`src/rtl/vedic_pkg.sv`:
```
// Shared defaults and the accumulator FSM state type for the Vedic MAC stage.
package vedic_pkg;

  localparam int WIDTH_DEF = 8;
  localparam int ACC_W_DEF = 24;
  localparam int CNT_W_DEF = 8;

  typedef enum logic {
    EMPTY = 1'b0,
    RUN   = 1'b1
  } acc_state_t;

endpackage : vedic_pkg

```
`src/rtl/vedic_mult.sv`:
```
// Unsigned WIDTH x WIDTH multiplier built from the vertical-and-crosswise
// (Urdhva-Tiryagbhyam) column sums: column k collects every a[i]*b[k-i]
// partial-product bit, and the columns are then weighted by 2^k and summed.
module vedic_mult #(
  parameter int WIDTH = 8
) (
  input  logic [WIDTH-1:0]   a,
  input  logic [WIDTH-1:0]   b,
  output logic [2*WIDTH-1:0] product
);

  // Column sums of the crosswise partial products, then weighted accumulation.
  always_comb begin
    logic [2*WIDTH-1:0] row;
    logic [2*WIDTH-1:0] col;
    logic [2*WIDTH-1:0] bit_sel;
    product = '0;
    row     = '0;
    col     = '0;
    bit_sel = '0;
    for (int k = 0; k < 2*WIDTH-1; k++) begin
      col = '0;
      for (int i = 0; i < WIDTH; i++) begin
        // Row i is b gated by a[i], shifted into place; its bit k is a[i]&b[k-i].
        row     = {{WIDTH{1'b0}}, (b & {WIDTH{a[i]}})} << i;
        bit_sel = row >> k;
        col     = col + {{(2*WIDTH-1){1'b0}}, bit_sel[0]};
      end
      product = product + (col << k);
    end
  end

endmodule : vedic_mult

```
`src/rtl/vedic_mac_stage.sv`:
```
// Pipelined multiply-accumulate stage: S1 operand register, S2 product
// register, then an accumulator that emits one result per dot product.
// state | meaning
// EMPTY | no beats accumulated since the last result was emitted
// RUN   | a dot product is partially accumulated
module vedic_mac_stage
  import vedic_pkg::*;
#(
  parameter int WIDTH = WIDTH_DEF,
  parameter int ACC_W = ACC_W_DEF,
  parameter int CNT_W = CNT_W_DEF
) (
  input  logic             clk,
  input  logic             rst_n,
  input  logic             in_valid,
  output logic             in_ready,
  input  logic [WIDTH-1:0] in_a,
  input  logic [WIDTH-1:0] in_b,
  input  logic             in_last,
  output logic             out_valid,
  input  logic             out_ready,
  output logic [ACC_W-1:0] out_acc,
  output logic [CNT_W-1:0] out_count,
  output logic             out_overflow
);

  // The whole pipeline stalls only while a result is waiting on the consumer.
  logic adv;
  assign adv      = !(out_valid && !out_ready);
  assign in_ready = adv;

  logic             s1_valid, s1_last;
  logic [WIDTH-1:0] s1_a, s1_b;

  // S1: capture the offered beat, or a bubble when nothing is offered.
  always_ff @(posedge clk or negedge rst_n) begin
    if (!rst_n) begin
      s1_valid <= 1'b0;
      s1_last  <= 1'b0;
      s1_a     <= '0;
      s1_b     <= '0;
    end else if (adv) begin
      s1_valid <= in_valid;
      s1_last  <= in_last;
      s1_a     <= in_a;
      s1_b     <= in_b;
    end
  end

  logic [2*WIDTH-1:0] prod;

  vedic_mult #(.WIDTH(WIDTH)) u_mult (
    .a       (s1_a),
    .b       (s1_b),
    .product (prod)
  );

  logic               s2_valid, s2_last;
  logic [2*WIDTH-1:0] s2_prod;

  // S2: register the product alongside its control bits.
  always_ff @(posedge clk or negedge rst_n) begin
    if (!rst_n) begin
      s2_valid <= 1'b0;
      s2_last  <= 1'b0;
      s2_prod  <= '0;
    end else if (adv) begin
      s2_valid <= s1_valid;
      s2_last  <= s1_last;
      s2_prod  <= prod;
    end
  end

  acc_state_t       state, state_next;
  logic [ACC_W-1:0] acc;
  logic [CNT_W-1:0] cnt;
  logic             ovf;
  logic             beat;

  assign beat = adv && s2_valid;

  // Accumulator FSM state register.
  always_ff @(posedge clk or negedge rst_n) begin
    if (!rst_n) state <= EMPTY;
    else        state <= state_next;
  end

  logic [ACC_W-1:0] acc_base;
  logic [CNT_W-1:0] cnt_base;
  logic             ovf_base;
  logic [ACC_W:0]   sum;
  logic [ACC_W-1:0] acc_next;
  logic [CNT_W-1:0] cnt_next;
  logic             ovf_next;

  // Next-state and running-sum update; EMPTY always starts from a zero base.
  always_comb begin
    state_next = state;
    acc_base   = acc;
    cnt_base   = cnt;
    ovf_base   = ovf;
    if (state == EMPTY) begin
      acc_base = '0;
      cnt_base = '0;
      ovf_base = 1'b0;
    end
    sum      = {1'b0, acc_base} + {{(ACC_W+1-2*WIDTH){1'b0}}, s2_prod};
    acc_next = sum[ACC_W-1:0];
    cnt_next = (cnt_base == {CNT_W{1'b1}}) ? cnt_base : cnt_base + 1'b1;
    ovf_next = ovf_base | sum[ACC_W];
    if (beat) begin
      state_next = s2_last ? EMPTY : RUN;
    end
  end

  // Running sum: fold in each valid beat, clear when the dot product closes.
  always_ff @(posedge clk or negedge rst_n) begin
    if (!rst_n) begin
      acc <= '0;
      cnt <= '0;
      ovf <= 1'b0;
    end else if (beat) begin
      if (s2_last) begin
        acc <= '0;
        cnt <= '0;
        ovf <= 1'b0;
      end else begin
        acc <= acc_next;
        cnt <= cnt_next;
        ovf <= ovf_next;
      end
    end
  end

  // Result register: load on a closing beat, hold while the consumer stalls.
  always_ff @(posedge clk or negedge rst_n) begin
    if (!rst_n) begin
      out_valid    <= 1'b0;
      out_acc      <= '0;
      out_count    <= '0;
      out_overflow <= 1'b0;
    end else if (adv) begin
      out_valid <= beat && s2_last;
      if (beat && s2_last) begin
        out_acc      <= acc_next;
        out_count    <= cnt_next;
        out_overflow <= ovf_next;
      end
    end
  end

endmodule : vedic_mac_stage

```
`config.mk`:
```
export PLATFORM = sky130hd
export DESIGN_NAME = vedic_mac_stage
export DESIGN_NICKNAME = d
export VERILOG_FILES = /design/src/rtl/vedic_pkg.sv /design/src/rtl/vedic_mult.sv /design/src/rtl/vedic_mac_stage.sv
export SDC_FILE = /design/constraint.sdc
export NUM_CORES = 1
export LEC_CHECK = 0
export BUFFER_PORTS_ARGS = -buffer_cell sky130_fd_sc_hd__buf_2
export CAP_MARGIN = 15
export CORE_MARGIN = 2
export CORE_UTILIZATION = 45
export CTS_CLUSTER_SIZE = 16
export DETAILED_ROUTE_END_ITERATION = 7
export PLACE_DENSITY_LB_ADDON = 0.15
export SETUP_SLACK_MARGIN = 0.05
export SKIP_LAST_GASP = 1
export SYNTH_ARGS = -nofsm -noshare
export SYNTH_HDL_FRONTEND = slang
export SYNTH_SLANG_ARGS = --single-unit
```
`constraint.sdc`:
```
create_clock -name clk -period 7.3 [get_ports clk]
set_input_delay 0.73 -clock clk [delete_from_list [all_inputs] [get_ports clk]]
set_output_delay 0.73 -clock clk [all_outputs]
set_load 0.05 [all_outputs]
```
==> key figures, run 1 <==
Worst setup path
  • R2R cell count: 22
  • RR Endpoint: s2_prod[15]
  • Startpoint types: register
  • Slowest CP cell: fa_1
  • CP top delay family: adder cells
  • Worst EP arrival: 6.48 ns
  • Req. time, crit path: roughly 7.5 ns
  • CP cell instances: and2_1 > fa_1 > ha_1 > inv_1 > fa_1 > inv_1 > fa_1 > fa_1 > xnor2_1 > nor3_1 > fa_1 > inv_1 > fa_1 > inv_1 > fa_1 > ha_1 > or2_2 > a21oi_1 > o21bai_1 > a31oi_1 > xnor2_1 > a21oi_1
  • WP buf/inv: 4
  • FF-to-FF Start: s1_b[4]
  • Peak per-stage delay on the critical path: 0.53 ns
  • Top cell by count, worst path: fa_1
  • Max FO, Critical Path: 9
  • Crit. End Element: register
  • CP Class: reg -> reg
  • R2r setup slk: 1.04 ns

Clock network
  • # hold bufs at CTS: 0
  • Num CTS Buffers: 9
  • CTS tree: yes
  • Post-CTS Setup Inserts: 0
  • Root Driver: clkbuf_16
  • Clock insertion delay at the later pin of the skew report: 0.36 ns
  • PostCTS Resize Cnt: 0
  • Clk sinks: 104
  • H-tree Lvls: 3
  • Clk buf depth: 2
  • Clock slew at reported path FFs: 0.07 ns

Global route
  • Met1 usage: around 29%
  • Global-route wire length before repair: 28.3 mm
  • Largest net degree at the start of global routing: 55
  • Antenna violations before repair: 0
  • Vias in the first global route: 5755
  • Grt total ovfl: 0
  • Tot GR Track Use: 19.4%
  • Busiest grt layer: met2
  • GRT met3 Usage: 2.62%
  • Met2 Track Usage GR: 30.1%

Synthesis
  • Synth unique cells: 59
  • Post-synth EDFFs: 0
  • Synth Instances: slightly below 900
  • Leading area contributor after synthesis: dfrtp_1
  • Top post-synthesis cells by area: dfrtp_1, ha_1, fa_1
  • Yosys reg bits: 104
  • Synth cell count leaders: nand2_1, dfrtp_1, ha_1
  • Top-count cell post-synth: nand2_1
  • Register area share after synthesis: 33.6%
  • Fraction of registers with async set/reset: 100%
  • Synth Net Count: 1007
  • Post-Syn Area: 7740 um2
  • Ys Warns: 0
  • Area share of the largest cell type after synthesis: 33.6%
  • Syn avg cell area: 8.92 um2
  • Most used flip-flop cell after synthesis: dfrtp_1

Cells and area
  • Share of cells above drive strength 1: 10.2%
  • Finished Cell Area: 8500 um2
  • N_diodes: 0
  • P&R area growth vs syn: 9.84%
  • Fillers: 1638
  • Fin nets: between 1k and 1.5k

Die
  • Die W: 135 um
  • Initial Util: 46.4%
  • Die area: 18300 um2
  • Row count: 47
  • Die H: 135 um
  • I/O pin count: 56
  • Std-Cell Core Area: 16700 um2

Detailed routing
  • Vias per inst: 5.16
  • Final WL: 16.3 mm
  • Wirelength per Cell: ~14 um
  • Iteration-0 DRC Markers: 309
  • DR pass1 iterations: 4
  • Antenna Violating Nets Remaining: 0
  • DRC: 0
  • Routed vias: 5837

Place
  • RePlAce Congestion: 0.815
  • Post-place instance area: 8230 um2
  • Port Buffers: 55
  • DP HPWL: 11.9 mm

Timing
  • Worst slew margin: 54.1%
  • Fin crit period: 6.26 ns
  • Final period util: 85.8%
  • Final setup fails: 0
  • Final count of hold timing violations: 0
  • Setup_tns: 0 ns
  • Clock skew: 0.00963 ns
  • Slew Limit Fails: 0
  • Final hold slack: 0.416 ns
  • Fmax: 160 MHz
  • RSZ-0062 raised after global routing: no
  • Worst Tran Pin Value: 0.689 ns

Outcome
  • Outcome: completed

Job
  • MaxCap Viol Count: 0

Hold path
  • Worst min-delay path class: in -> async
cell usage in the layout (no fill, tap or decap), types with 6 or more instances in the layout:
cell	count
and3_1	7
a21o_1	8
xor2_1	13
dfrtp_1	104
o21ai_0	7
o31ai_1	8
nor3_1	7
nand2_1	208
xnor2_1	22
a21oi_1	35
buf_2	54
fa_1	41
o211ai_1	6
nand3_1	14
buf_4	9
and2_1	61
a31oi_1	6
a22o_1	8
nor2_1	32
inv_1	68
ha_1	77
clkbuf_16	9
o21ai_1	34
cell families (layout without fill, tap and decap cells):
family          Yosys count  count (layout)  synth area share [%]
compound gates          143             143                  12.5
xor+xnor                 35              35                  3.96
fa+ha+maj               118             118                  23.0
buf+inv                 103             147                  5.04
flops                   104             104                  33.6
mux                       4               4                 0.549
simple gates            361             361                  21.3
worst max-delay path by stage:
stage	from	endpoint	slack (ns)	cells after the start
after global routing	s1_b[4]	s2_prod[15]	0.68	22
after global placement	s1_b[4]	s2_prod[15]	1.14	22
after CTS	s1_b[4]	s2_prod[15]	1.01	22
after floorplan	s1_b[4]	s2_prod[15]	1.33	22
after detailed placement	s1_b[4]	s2_prod[15]	1.05	22
final	s1_b[4]	s2_prod[15]	1.04	22
cell type report:
class | count | area, um2 | share of cell area (%)
inverter | 69 | 259 | 3.05
clock inverter | 6 | 52.6 | 0.618
clock buffer | 9 | 225 | 2.65
sequential | 104 | 2600 | 30.6
timing repair buffer | 63 | 338 | 3.97
tap | 220 | 275 | 3.24
multi-input combinational | 661 | 4750 | 55.9
registers in the layout, indices dropped and copies added, names as in the netlist, 8 cells and up:
name,count
acc,24
out_acc,24
s2_prod,16
cnt,8
out_count,8
s1_a,8
s1_b,8
routing by layer:
metal / vias to the layer above / share of wire, %
met5: - / 0
met4: 0 / 1.2
met3: 11 / 2.9
met2: 75 / 45
met1: 2799 / 51
li1: 2952 / -
metrics by stage:
stage	cells	setup WS [ns]	utilization, %
2_1_floorplan	868	1.33	-
3_3_place_gp	1117	1.14	49.3
3_5_place_dp	1117	1.05	49.3
4_1_cts	1132	1.01	50.9
5_1_grt	1132	0.680	50.9
6_report	1132	1.04	50.9
Power of run 1 is left out: the tool's default activity adds up to more than one toggle a clock period on the data nets, which glitch-free logic cannot reach.
==> run 2, diff against run 1 <==
--- a/config.mk
+++ b/config.mk
@@ -8,7 +8,7 @@
 export BUFFER_PORTS_ARGS = -buffer_cell sky130_fd_sc_hd__buf_2
 export CAP_MARGIN = 15
 export CORE_MARGIN = 2
-export CORE_UTILIZATION = 45
+export CORE_UTILIZATION = 40
 export CTS_CLUSTER_SIZE = 16
 export DETAILED_ROUTE_END_ITERATION = 7
 export PLACE_DENSITY_LB_ADDON = 0.15
==> run 2 against run 1 <==
Sequential share of layout area is 0.26 points lower. Core utilization is 5.4 points lower. Critical path depth is 1 lower. Critical endpoint unchanged. Critical path type unchanged. Sequential cell count stayed put.
==> key figures, run 2 (synthesis gave the netlist of run 1 again) <==
Outcome
  • Outcome: completed

Detailed routing
  • DRC: 0
  • Final WL: around 17 mm
  • Routed vias: between 5k and 6k
  • Iteration-0 DRC Markers: 256
  • Antenna Violating Nets Remaining: 0
  • Vias per inst: 4.88
  • DR pass1 iterations: 4
  • Wirelength per Cell: around 14 um

Worst setup path
  • WP buf/inv: 4
  • Crit. End Element: register
  • R2r setup slk: 1.05 ns
  • Top cell by count, worst path: fa_1
  • CP top delay family: adder cells
  • Req. time, crit path: between 7 and 8 ns
  • Worst EP arrival: 6.48 ns
  • RR Endpoint: s2_prod[15]
  • CP cell instances: and2_1 > fa_1 > ha_1 > inv_1 > fa_1 > inv_1 > fa_1 > fa_1 > xnor2_1 > nor3_1 > fa_1 > inv_1 > fa_1 > inv_1 > fa_1 > ha_1 > a2111o_1 > or2_1 > a31oi_1 > xnor2_1 > a21oi_1
  • Max FO, Critical Path: 9
  • Startpoint types: register
  • FF-to-FF Start: s1_b[4]
  • Peak per-stage delay on the critical path: approximately 0.53 ns
  • CP Class: reg -> reg
  • Slowest CP cell: fa_1
  • R2R cell count: 21

Clock network
  • CTS tree: yes
  • H-tree Lvls: 3
  • Clock insertion delay at the later pin of the skew report: ~0.36 ns
  • Post-CTS Setup Inserts: 0
  • Root Driver: clkbuf_16
  • Num CTS Buffers: 9
  • # hold bufs at CTS: 0
  • Clk sinks: 104
  • Clk buf depth: 2
  • PostCTS Resize Cnt: 0
  • Clock slew at reported path FFs: 0.07 ns

Die
  • Die W: ~140 um
  • Std-Cell Core Area: 18800 um2
  • I/O pin count: 56
  • Initial Util: 41.1%
  • Row count: 50
  • Die area: 20500 um2
  • Die H: 143 um

Global route
  • Global-route wire length before repair: 28.7 mm
  • Tot GR Track Use: 17.6%
  • Vias in the first global route: 5746
  • Grt total ovfl: 0
  • Antenna violations before repair: 0
  • Largest net degree at the start of global routing: 57

Timing
  • Final setup fails: 0
  • Worst Tran Pin Value: approximately 0.75 ns
  • Clock skew: slightly above 0.01 ns
  • Fmax: 160 MHz
  • Worst slew margin: 50.2%
  • Fin crit period: approximately 6.3 ns
  • Slew Limit Fails: 0
  • Worst setup margin: 1.05 ns
  • RSZ-0062 raised after global routing: no
  • Setup_tns: 0 ns
  • Final period util: 85.6%
  • Final count of hold timing violations: 0

Place
  • Post-place instance area: 8280 um2
  • DP HPWL: around 12 mm
  • Port Buffers: 55
  • RePlAce Congestion: 0.817
  • Place WS: between 1 and 1.5 ns

Cells and area
  • N_diodes: 0
  • Largest registers: acc x24, out_acc x24, s2_prod x16
  • Fin nets: 1047
  • P&R area growth vs syn: 10.8%
  • Fillers: 1909
  • Final core utilization: 45.5%
  • Share of cells above drive strength 1: 10.3%
  • Commonest non-fill, non-tap cell in the layout: nand2_1
  • Commonest cells after routing, fill and taps aside: nand2_1, dfrtp_1, ha_1
  • Finished Cell Area: between 8000 and 9000 um2

Hold path
  • Worst min-delay path class: in -> async

Job
  • MaxCap Viol Count: 0
[run 2: worst register-to-register path: cells and delay by family (launching register included)]
family                   cells  cell delay, ns
AO/OA/AOI/OAI                3            0.70
XOR/XNOR                     2            0.40
adder cells (fa/ha/maj)      9            3.73
buffers and inverters        4            0.23
flip-flops                   1            0.47
AND/OR/NAND/NOR              3            0.57
[run 2: metal layers]
layer  GRT usage (%)  vias to the layer above  routed length [um]
met1            24.8                     2685                8420
met4            5.05                        0                 247
met2            28.1                       70                7500
met3            2.75                       13                 365
met5               0                        -                   0
li1                -                     2962                   -
[run 2: final cells by class]
type	count	area [um2]	area share [%]
repair buffers	63	338	3.94
well taps	260	325	3.79
flip-flops and latches	104	2600	30.3
inverters	69	259	3.02
clock inverters	6	61.3	0.715
clock buffers	10	239	2.79
multi-input cells	661	4750	55.4
[run 2: per-stage QoR]
stage / hold slack, ns / std cells
after global placement: 0.448 / 1157
after floorplan: 0.430 / 868
after detailed placement: 0.454 / 1157
after global routing: 0.499 / 1173
final: 0.434 / 1173
after CTS: 0.471 / 1173
[run 2: worst max path at each step]
stage,startpoint,endpoint,slack [ns],depth (start not counted)
after floorplan,s1_b[4],s2_prod[15],1.33,22
after global placement,s1_b[4],s2_prod[15],1.11,22
after detailed placement,s1_b[4],s2_prod[15],1.03,22
after CTS,s1_b[4],s2_prod[15],1.0,22
after global routing,s1_b[4],s2_prod[15],0.68,22
final,s1_b[4],s2_prod[15],1.05,21
Power of run 2 is left out for the same reason.
